**src/rtl/emif_csr_pkg.sv**
```systemverilog
// Shared types and register-map constants for the EMIF DFH CSR block.
// EMIF_CSR_SCRATCH_EN (optional) enables the scratchpad at 0x18 in emif_dfh_csr.
package emif_csr_pkg;

    typedef struct packed {
        logic [3:0]  feat_type;
        logic [7:0]  rsvd1;
        logic [3:0]  afu_minor_ver;
        logic [6:0]  rsvd0;
        logic        eol;
        logic [23:0] nxt_dfh_offset;
        logic [3:0]  afu_major_ver;
        logic [11:0] feat_id;
    } t_dfh;

    typedef enum logic [1:0] {
        ST_INIT,
        ST_IDLE,
        ST_RD_DEC,
        ST_RD_RSP
    } t_csr_state;

    localparam int EMIF_DFH_OFFSET        = 'h00;
    localparam int EMIF_STATUS_OFFSET     = 'h08;
    localparam int EMIF_CAPABILITY_OFFSET = 'h10;
    localparam int EMIF_SCRATCH_OFFSET    = 'h18;

    localparam int STATUS_SUCC_LSB = 0;
    localparam int STATUS_FAIL_LSB = 8;
    localparam int STATUS_LOST_LSB = 16;
    localparam int CAP_SCRATCH_BIT = 63;

endpackage

```
**src/rtl/emif_dfh_csr_sync.sv**
```systemverilog
// Per-bit two-flop synchroniser for EMIF-domain calibration flags.
module emif_csr_sync
    import emif_csr_pkg::*;
#(
    parameter int W = 1
) (
    input  logic         clk,
    input  logic         rst,
    input  logic [W-1:0] d_async,
    output logic [W-1:0] d_sync
);

    logic [W-1:0] meta;

    always_ff @(posedge clk or posedge rst) begin
        if (rst) begin
            meta   <= '0;
            d_sync <= '0;
        end else begin
            meta   <= d_async;
            d_sync <= meta;
        end
    end

endmodule

```
**src/rtl/emif_dfh_csr.sv**
```systemverilog
// EMIF feature CSR slave: DFH, calibration status with W1C lost-cal flags, capability.
// Optional macro EMIF_CSR_SCRATCH_EN adds a RW scratchpad at 0x18 and CAPABILITY[63].
//
// state     | meaning
// ST_INIT   | leaving reset, not yet accepting requests
// ST_IDLE   | req_ready=1; writes apply here, reads move to ST_RD_DEC
// ST_RD_DEC | read address held, read data captured into rsp_data
// ST_RD_RSP | rsp_valid=1 until rsp_ready
module emif_dfh_csr
    import emif_csr_pkg::*;
#(
    parameter int          NUM_CH          = 4,
    parameter int          ADDR_W          = 12,
    parameter logic [7:0]  CH_EN_MASK      = 8'h0F,
    parameter logic [3:0]  DFH_FEAT_TYPE   = 4'h3,
    parameter logic [23:0] DFH_NEXT_OFFSET = 24'h00B000,
    parameter logic        DFH_EOL         = 1'b0,
    parameter logic [3:0]  DFH_MAJOR_VER   = 4'h1,
    parameter logic [11:0] DFH_FEAT_ID     = 12'h009
) (
    input  logic              clk,
    input  logic              rst,
    input  logic              req_valid,
    output logic              req_ready,
    input  logic              req_write,
    input  logic [ADDR_W-1:0] req_addr,
    input  logic [63:0]       req_wdata,
    output logic              rsp_valid,
    input  logic              rsp_ready,
    output logic [63:0]       rsp_data,
    input  logic [NUM_CH-1:0] cal_success_async,
    input  logic [NUM_CH-1:0] cal_fail_async
);

    localparam int QW_W = ADDR_W - 3;
    localparam logic [QW_W-1:0] QW_DFH     = QW_W'(EMIF_DFH_OFFSET >> 3);
    localparam logic [QW_W-1:0] QW_STATUS  = QW_W'(EMIF_STATUS_OFFSET >> 3);
    localparam logic [QW_W-1:0] QW_CAP     = QW_W'(EMIF_CAPABILITY_OFFSET >> 3);
`ifdef EMIF_CSR_SCRATCH_EN
    localparam logic [QW_W-1:0] QW_SCRATCH = QW_W'(EMIF_SCRATCH_OFFSET >> 3);
`endif

    localparam logic [8:0] CH_ALL9  = (9'd1 << NUM_CH) - 9'd1;
    localparam logic [7:0] CAP_MASK = CH_EN_MASK & CH_ALL9[7:0];

    localparam t_dfh DFH_VAL = '{
        feat_type:      DFH_FEAT_TYPE,
        rsvd1:          8'h0,
        afu_minor_ver:  4'h0,
        rsvd0:          7'h0,
        eol:            DFH_EOL,
        nxt_dfh_offset: DFH_NEXT_OFFSET,
        afu_major_ver:  DFH_MAJOR_VER,
        feat_id:        DFH_FEAT_ID
    };

    t_csr_state        state, state_nxt;
    logic [QW_W-1:0]   qw_q;
    logic [QW_W-1:0]   req_qw;
    logic              rd_acc, wr_acc;
    logic [NUM_CH-1:0] succ_sync, fail_sync, succ_d3;
    logic [NUM_CH-1:0] lost_sticky, lost_fall, lost_w1c;
    logic [63:0]       rd_data;
    logic              unused_bits;
`ifdef EMIF_CSR_SCRATCH_EN
    logic [63:0]       scratch;
`endif

    assign unused_bits = ^{req_addr[2:0], req_wdata};

    emif_csr_sync #(.W(NUM_CH)) u_sync_succ (
        .clk     (clk),
        .rst     (rst),
        .d_async (cal_success_async),
        .d_sync  (succ_sync)
    );

    emif_csr_sync #(.W(NUM_CH)) u_sync_fail (
        .clk     (clk),
        .rst     (rst),
        .d_async (cal_fail_async),
        .d_sync  (fail_sync)
    );

    assign req_ready = (state == ST_IDLE);
    assign rsp_valid = (state == ST_RD_RSP);
    assign req_qw    = req_addr[ADDR_W-1:3];
    assign rd_acc    = req_valid && req_ready && !req_write;
    assign wr_acc    = req_valid && req_ready && req_write;

    always_comb begin
        state_nxt = state;
        case (state)
            ST_INIT:   state_nxt = ST_IDLE;
            ST_IDLE:   if (rd_acc) state_nxt = ST_RD_DEC;
            ST_RD_DEC: state_nxt = ST_RD_RSP;
            ST_RD_RSP: if (rsp_ready) state_nxt = ST_IDLE;
            default:   state_nxt = ST_IDLE;
        endcase
    end

    always_ff @(posedge clk or posedge rst) begin
        if (rst) state <= ST_INIT;
        else     state <= state_nxt;
    end

    always_ff @(posedge clk or posedge rst) begin
        if (rst)         qw_q <= '0;
        else if (rd_acc) qw_q <= req_qw;
    end

    always_comb begin
        rd_data = '0;
        case (qw_q)
            QW_DFH: rd_data = DFH_VAL;
            QW_STATUS: begin
                rd_data[STATUS_SUCC_LSB +: NUM_CH] = succ_sync;
                rd_data[STATUS_FAIL_LSB +: NUM_CH] = fail_sync;
                rd_data[STATUS_LOST_LSB +: NUM_CH] = lost_sticky;
            end
            QW_CAP: begin
                rd_data[7:0] = CAP_MASK;
`ifdef EMIF_CSR_SCRATCH_EN
                rd_data[CAP_SCRATCH_BIT] = 1'b1;
`endif
            end
`ifdef EMIF_CSR_SCRATCH_EN
            QW_SCRATCH: rd_data = scratch;
`endif
            default: rd_data = '0;
        endcase
    end

    // Snapshot taken once; sticky updates while waiting on rsp_ready are not reflected.
    always_ff @(posedge clk or posedge rst) begin
        if (rst)                     rsp_data <= '0;
        else if (state == ST_RD_DEC) rsp_data <= rd_data;
    end

    // A fall detected in the same cycle as a W1C of that bit wins.
    assign lost_fall = succ_d3 & ~succ_sync;
    assign lost_w1c  = (wr_acc && req_qw == QW_STATUS) ?
                       req_wdata[STATUS_LOST_LSB +: NUM_CH] : '0;

    always_ff @(posedge clk or posedge rst) begin
        if (rst) begin
            succ_d3     <= '0;
            lost_sticky <= '0;
        end else begin
            succ_d3     <= succ_sync;
            lost_sticky <= (lost_sticky & ~lost_w1c) | lost_fall;
        end
    end

`ifdef EMIF_CSR_SCRATCH_EN
    always_ff @(posedge clk or posedge rst) begin
        if (rst)                               scratch <= '0;
        else if (wr_acc && req_qw == QW_SCRATCH) scratch <= req_wdata;
    end
`endif

endmodule
```
**config.mk**
```make
export PLATFORM = sky130hd
export DESIGN_NAME = emif_dfh_csr
export DESIGN_NICKNAME = d
export VERILOG_FILES = /design/src/rtl/emif_csr_pkg.sv /design/src/rtl/emif_dfh_csr_sync.sv /design/src/rtl/emif_dfh_csr.sv
export SDC_FILE = /design/constraint.sdc
export NUM_CORES = 1
export LEC_CHECK = 0
export ABC_AREA = 1
export CAP_MARGIN = 20
export CELL_PAD_IN_SITES_DETAIL_PLACEMENT = 0
export CELL_PAD_IN_SITES_GLOBAL_PLACEMENT = 2
export CORE_UTILIZATION = 19
export DETAILED_ROUTE_END_ITERATION = 6
export PLACE_DENSITY_LB_ADDON = 0.1
export SYNTH_ARGS = -nofsm -noshare
export SYNTH_HDL_FRONTEND = slang
export SYNTH_SLANG_ARGS = --single-unit
```
**constraint.sdc**
```tcl
create_clock -name clk -period 2.3 [get_ports clk]
set_input_delay 0.69 -clock clk [delete_from_list [all_inputs] [get_ports clk]]
set_output_delay 0.69 -clock clk [all_outputs]
set_load 0.02 [all_outputs]
```
[Yosys cells after proc, flatten, opt, wreduce, memory -nomap -nowiden]
Index checks and enable logic that the tools add are counted.
Operators by class
  eq/ne operators: 8
  mux-type cells: 9
  bitwise gates (word level): 5
  reduce and logical (&&, ||, !) cells: 8
Operator list (count)
  $mux W42: 1
  $eq A9 B1 Y1 const B: 2
  $mux W4: 3
  $pmux W4 S3: 1
  $eq A9 B2 Y1 const B: 1
  $logic_not A9 Y1: 1
  $and A4 B4 Y4: 2
  $not A4 Y4: 2
  $pmux W2 S4: 1
  $eq A2 B2 Y1 const B: 2
  $logic_and A1 B1 Y1: 4
  $mux W2: 2
  $ne A2 B1 Y1 const B: 2
  $or A4 B4 Y4: 1
  $eq A2 B1 Y1 const B: 1
  $logic_not A2 Y1: 1
  $reduce_and A2 Y1: 1
  $logic_not A1 Y1: 1
  $mux W1: 1
Storage, ports and cells
  flip-flop bits (word level): 95
  output and inout bits: 66
  logic and storage cells: 39

[Logic depth before layout (Yosys ltp)]
Gate-level depths: netlist of run 1.
  depth in word-level cells: 8
  gate-level depth with buffers: 7
  depth with buffers taken out: 7

[Cells and area by module]
Synthesis of run 1 repeated with hierarchy kept, for this count alone.
Unflattened totals
  cells, all modules: 239
  area, all modules: 2268.4 µm²
By module, submodules not included
  emif_dfh_csr: times used 1, cells each 221, area each 1860.5 µm², seq. area each 800.8 µm²
  emif_csr_sync: times used 2, cells each 9, area each 203.9 µm², seq. area each 200.2 µm²

[Worst setup path after synthesis of run 1]
Ideal clock, no wire load.
  path kind: reg2out
  start: reg state[1]
  end: out req_ready
  data arrival time: 0.756 ns
  data required time: 1.610 ns
  path slack: 0.854 ns
  cell stages (with the launch flop): 3
  cell sequence: dfrtp_1 -> inv_1 -> ha_1
Between the ends
  cells in the longest elaborated chain, start to end: 1
Ends and longest elaborated chain
  start, declared: line emif_dfh_csr.sv:57  | t_csr_state state, state_nxt;
  start signal, assigned: line emif_dfh_csr.sv:104  | else state <= state_nxt;
  $eq A2 B1 Y1: line emif_dfh_csr.sv:85  | assign req_ready = (state == ST_IDLE);
  end, declared: line emif_dfh_csr.sv:24  | output logic req_ready,
Every way passes these cells.

[Worst setup path after layout of run 1]
Same ends and word-level chain as after synthesis.

==> results of run 1 <==
==> metal layers <==
layer | global-route usage, % | share of wire (%) | vias to the layer above | routed length (microns)
li1 | - | - | 724 | -
met1 | 9.95 | 45 | 656 | 2080
met2 | 12.9 | 50 | 54 | 2300
met3 | 1.91 | 4.4 | 4 | 201
met4 | 2.93 | 0.65 | 0 | 30
met5 | 0 | 0 | - | 0
==> cell families after synthesis <==
kind of cell | after synthesis
and+or+nand+nor | 87
buffers and inverters | 74
DFF | 48
AOI/OAI and AO/OA | 22
adders and majority gates | 3
other | 1
==> synthesized netlist by cell type (all sizes together) <==
library cell and number:
o21ai 21, nand3 8, nand4 2, buf 54
conb 1, clkinv 1, nor2 23, ha 3
nor3 5, nand2 49, dfrtp 48, inv 19
a22oi 1
==> final cells by class <==
class	count	area [sq um]	share of cell area (%)
Clock buffer	5	125	4.39
Clock inverter	3	42.5	1.49
Inverter	20	75.1	2.63
Multi-Input combinational cell	158	736	25.8
Sequential cell	48	1200	42.1
Tap cell	143	179	6.27
Timing Repair Buffer	49	493	17.3
==> metrics by stage <==
| stage | hold slack, ns | std cells | instance area [sq um] |
|---|---|---|---|
| floorplan | 0.331 | 280 | 2420 |
| global placement | 0.335 | 418 | 2680 |
| detailed placement | 0.337 | 418 | 2680 |
| CTS | 0.352 | 426 | 2850 |
| global route | 0.354 | 426 | 2850 |
| finish | 0.348 | 426 | 2850 |
==> power by group <==
group	internal, mW	switching (mW)
logic	0.405	0.657
registers	1.01	0.112
clock network	0.511	0.318
total	1.93	1.09
==> how the worst max path moves through the flow <==
stage | from | to | slack (ns) | cells after the start
6_report | state[1] | req_ready | 0.09 | 3
3_5_place_dp | req_write | lost_sticky[0] | 0.32 | 7
5_1_grt | state[1] | req_ready | 0.03 | 3
3_3_place_gp | req_write | lost_sticky[0] | 0.33 | 7
4_1_cts | state[1] | req_ready | 0.05 | 3
2_1_floorplan | rst | lost_sticky[0] | 0.47 | 1
==> flip-flops by register name, summed over array words and instances, names as in the netlist <==
name,cells
u_sync_fail.meta,4
state,2
qw_q,9
rsp_data,13
lost_sticky,4
u_sync_fail.d_sync,4
u_sync_succ.d_sync,4
u_sync_succ.meta,4
succ_d3,4
==> key figures, run 1 <==
Critical path
  • Crit end category: output port
  • FF-to-FF Start: state[1]
  • Crit path DAT: 1.52 ns
  • Worst Reg-to-Reg Cells: 9
  • CP max FO: 4
  • Flop-to-flop setup slack: 0.87 ns
  • WS Path Type: reg -> out
  • Crit path max-delay cell type: clkdlybuf4s50_1
  • Element type at the critical path start: flop
  • CP Cell Sequence: inv_1, ha_1, clkdlybuf4s50_1
  • CP bufs+invs: 2
  • RR Endpoint: lost_sticky[0]
  • CP max stage delay: 0.60 ns
  • CP required: 1.61 ns
  • Top delay family on crit path: buffers and inverters

Floorplanning
  • FP Rows: 39
  • Die Area: 0.0123 sq mm
  • Initial Util: 19.6%
  • Boundary pin count: 155
  • Core ar.: 0.0115 sq mm
  • Die height: 111 microns
  • Die Width: 111 microns

Min path
  • Worst min path class: reg -> reg
  • Depth of the worst hold-timing path: 0
  • WHS Endpoint: u_sync_succ.d_sync[0]
  • HP Start: u_sync_succ.meta[0]

STA
  • Final setup margin: 0.0859 ns
  • Sum Neg Setup Slack: 0 ns
  • Final setup fails: 0
  • Fin. Hold Viols: 0
  • Fmax: 452 MHz
  • Final Cycle Share: 96.3%
  • Clock Skews: 0.00567 ns
  • RSZ-0062 raised after global routing: false
  • Clock period minus final worst setup slack: 2.21 ns
  • Fin. max-slew vios: 0

CTS
  • Post-cts sizing count: 0
  • Num CTS Buffers: 5
  • Clock slew at reported path FFs: 0.06 ns
  • H-tree levels: 2
  • Maximum clock insertion buffer count: 2
  • Hold-fix buffers, CTS: 0
  • Clock sinks: 48
  • Setup Buffers After CTS: 0
  • Worst skew pair latency: 0.29 ns
  • CTS tree: yes
  • Root Buffer: clkbuf_16

Routing
  • Wire per inst: 10.8 microns
  • Routed Antenna Nets: 0
  • DRC Markers: 0
  • Vias per Instance: 3.38
  • Initial DRT Pass Iterations: 4
  • Via count: 1,438
  • DRT iter0 DRCs: 59
  • Drt total wl: 4620 microns

GRT
  • GRT Resource Usage Total: 7.85%
  • Global-route wire length before repair: 7410 microns
  • Largest net degree at the start of global routing: 49
  • Initial antenna violation count: 0
  • GRT Residual Overflow: 0
  • Vias in the first global route: 1,401

Pwr
  • Maximum vdd drop: 0.321 mV
  • Overall power: 3.02 mW
  • Leak pwr: 1.28 nW
  • P per Cell Area: 1060 mW/mm^2

Synth
  • Largest family of logic cells by synthesized area: buffers and inverters
  • XOR/XNOR Fraction of Synth Area: 0%
  • Unique masters post-synth: 22
  • Top cells by area, synth: dfrtp_1, buf_4, nand2_1, inv_1, nor2_1
  • Area leader, netlist: dfrtp_1
  • #FFs+latches synth: 48
  • Post-Synth Simple-Gate Area: 18.4%
  • Adder-Cell Fraction of Synth Area: 1.67%
  • Synthesis Warnings: 0
  • Synth Cell Area: 0.00225 sq mm
  • Synth Instances: 235
  • Top cell type's share of synthesized area: 53.5%
  • Sequential fraction of the synthesis area: 53.5%
  • Post-Syn Area per Cell: 9.56 sq um
  • Multiplexer area fraction after synthesis: 0%
  • Synth Area in Compound Gates: 5.01%

Cells and area
  • Most common cell after layout, fill and taps aside: dfrtp_1
  • Commonest cells after routing, fill and taps aside: dfrtp_1, nand2_1, conb_1, clkdlybuf4s50_1, inv_1
  • Fin util: 24.9%
  • Filler cell count: 1,252
  • Antenna Cells: 0
  • Share of cells above drive strength 1: 8.83%
  • P&R area growth vs syn: 26.9%
  • Final net count: 374

Status
  • Status: completed

Placed design
  • Pre-CTS setup slack: 0.318 ns
  • # port buffers: 45
  • Gpl congestion: 0.641
  • Post-DP HPWL: 3310 microns

Job
  • # Max-Cap Violations: 0
(Power assumes the default switching activity.)
==> run 2: changes to the inputs <==
- CELL_PAD_IN_SITES_DETAIL_PLACEMENT: 0 -> not set
- CELL_PAD_IN_SITES_GLOBAL_PLACEMENT: 2 -> not set
- CORE_UTILIZATION: 19 -> 35
- PLACE_DENSITY: not set -> 0.8
- PLACE_DENSITY_LB_ADDON: 0.1 -> not set
==> key figures, run 2 (same netlist as run 1, synthesis figures left out) <==
Status
  • Status: completed

STA
  • Sum Neg Setup Slack: 0 ns
  • RSZ-0062 raised after global routing: false
  • Clock Skews: 0.00799 ns
  • Fin. max-slew vios: 0
  • Final setup fails: 0
  • Final setup margin: 0.115 ns
  • Worst-Margin Slew: 0.587 ns
  • Final Cycle Share: 95.0%
  • Fin. Hold Viols: 0
  • Fmax: 458 MHz
  • Max transition margin: 60.8%
  • Clock period minus final worst setup slack: 2.18 ns

Job
  • # Max-Cap Violations: 0

CTS
  • Maximum clock insertion buffer count: 2
  • Clock sinks: 48
  • Root Buffer: clkbuf_8
  • Num CTS Buffers: 5
  • Worst skew pair latency: 0.30 ns
  • Clock slew at reported path FFs: 0.09 ns
  • H-tree levels: 2
  • CTS tree: yes

Min path
  • HP Start: u_sync_fail.meta[2]
  • Depth of the worst hold-timing path: 0
  • WHS Endpoint: u_sync_fail.d_sync[2]
  • Worst min path class: reg -> reg

GRT
  • GRT Residual Overflow: 0
  • Initial antenna violation count: 0
  • Global-route wire length before repair: 6050 microns
  • Vias in the first global route: 1,390
  • GRT Resource Usage Total: 12.0%
  • Largest net degree at the start of global routing: 23

Routing
  • Wire per inst: 10.5 microns
  • Via count: 1,474
  • DRC Markers: 0
  • Routed Antenna Nets: 0
  • DRT iter0 DRCs: 28
  • Drt total wl: 3730 microns
  • Vias per Instance: 4.14
  • Initial DRT Pass Iterations: 4

Cells and area
  • Largest registers: rsp_data: 13 flops, qw_q: 9 flops
  • Filler cell count: 564
  • Final instance area: 0.00270 sq mm
  • Max reg flops: 13
  • Commonest cells after routing, fill and taps aside: dfrtp_1, nand2_1, conb_1, clkdlybuf4s50_1, inv_1
  • Share of cells above drive strength 1: 8.19%
  • Antenna Cells: 0
  • Largest Register: rsp_data
  • Final net count: 372
  • P&R area growth vs syn: 20.1%
  • Finished Layout Cells: 356
  • Most common cell after layout, fill and taps aside: dfrtp_1

Floorplanning
  • Die Width: 82.1 microns
  • Core ar.: 0.00606 sq mm
  • Die Area: 0.00674 sq mm
  • FP Rows: 28
  • Die height: 82.1 microns
  • Initial Util: 37.1%
  • Boundary pin count: 155

Critical path
  • CP max stage delay: 0.60 ns
  • Crit path max-delay cell type: clkdlybuf4s50_1
  • CP max FO: 4
  • RR Endpoint: rsp_data[60]
  • Element type at the critical path start: flop
  • Flop-to-flop setup slack: 0.52 ns
  • Worst Reg-to-Reg Cells: 5
  • Crit path DAT: 1.49 ns
  • WS Path Type: reg -> out
  • Crit end category: output port
  • FF-to-FF Start: state[0]
  • CP Cell Sequence: ha_1, clkdlybuf4s50_1
  • CP bufs+invs: 1
  • CP required: 1.61 ns
  • Top delay family on crit path: buffers and inverters

Placed design
  • Pre-CTS setup slack: 0.273 ns
  • Dpl cells: 348
  • Post-DP HPWL: 3010 microns
  • Gpl congestion: 0.763
  • Placement Cell Area: 0.00258 sq mm
  • # port buffers: 45

Pwr
  • Leak pwr: 1.25 nW
  • Maximum vdd drop: 0.583 mV
  • Overall power: 2.75 mW
  • P per Cell Area: 1020 mW/mm^2
## run 2: worst register-to-register path, stage by stage (launching register included)
cell,delay [ns]
dfrtp_1,0.42
inv_1,0.07
ha_1,0.53
clkinv_1,0.39
nand2_1,0.15
a22oi_1,0.09
## run 2: layout make-up
class | instances | area, sq um | share of cell area (%)
Sequential cell | 48 | 1200 | 44.5
Multi-Input combinational cell | 158 | 736 | 27.3
Timing Repair Buffer | 47 | 477 | 17.7
Tap cell | 75 | 93.8 | 3.48
Inverter | 20 | 75.1 | 2.78
Clock buffer | 5 | 68.8 | 2.55
Clock inverter | 3 | 47.5 | 1.76
## run 2: metal layers
layer  track usage [%]  vias up  part of all wire [%]  wire length, microns
met5                 0        -                     0                     0
met4              4.56        0                   1.4                    51
met3              3.96        5                   7.3                   272
met2              21.0       59                    53                  1970
met1              13.5      689                    39                  1440
li1                  -      721                     -                     -
## run 2: per-stage QoR
step	util [%]	hold slack, ns
2_1_floorplan	-	0.331
3_3_place_gp	42.6	0.332
3_5_place_dp	42.6	0.335
4_1_cts	44.5	0.355
5_1_grt	44.5	0.362
6_report	44.5	0.349
## run 2: repair_timing
action / CTS / global route
hold buffers: 0 / 0
setup buffers: 0 / 0
gates resized for setup: 1 / 0
endpoints found under the setup margin: 1 / 0
## run 2: report_power, final
| part | internal [mW] | switching [mW] | total (mW) |
|---|---|---|---|
| logic | 0.384 | 0.633 | 1.02 |
| clock network | 0.327 | 0.283 | 0.610 |
| registers | 1.01 | 0.109 | 1.12 |
| total | 1.72 | 1.03 | 2.75 |
## run 2: worst max path at each step
| stage | slack [ns] | endpoint | depth (start not counted) | startpoint |
|---|---|---|---|---|
| 6_report | 0.12 | rsp_valid | 2 | state[1] |
| 5_1_grt | 0.06 | rsp_valid | 2 | state[0] |
| 4_1_cts | 0.1 | rsp_valid | 2 | state[1] |
| 3_5_place_dp | 0.27 | req_ready | 3 | state[1] |
| 3_3_place_gp | 0.30 | req_ready | 3 | state[1] |
| 2_1_floorplan | 0.47 | lost_sticky[0] | 1 | rst |
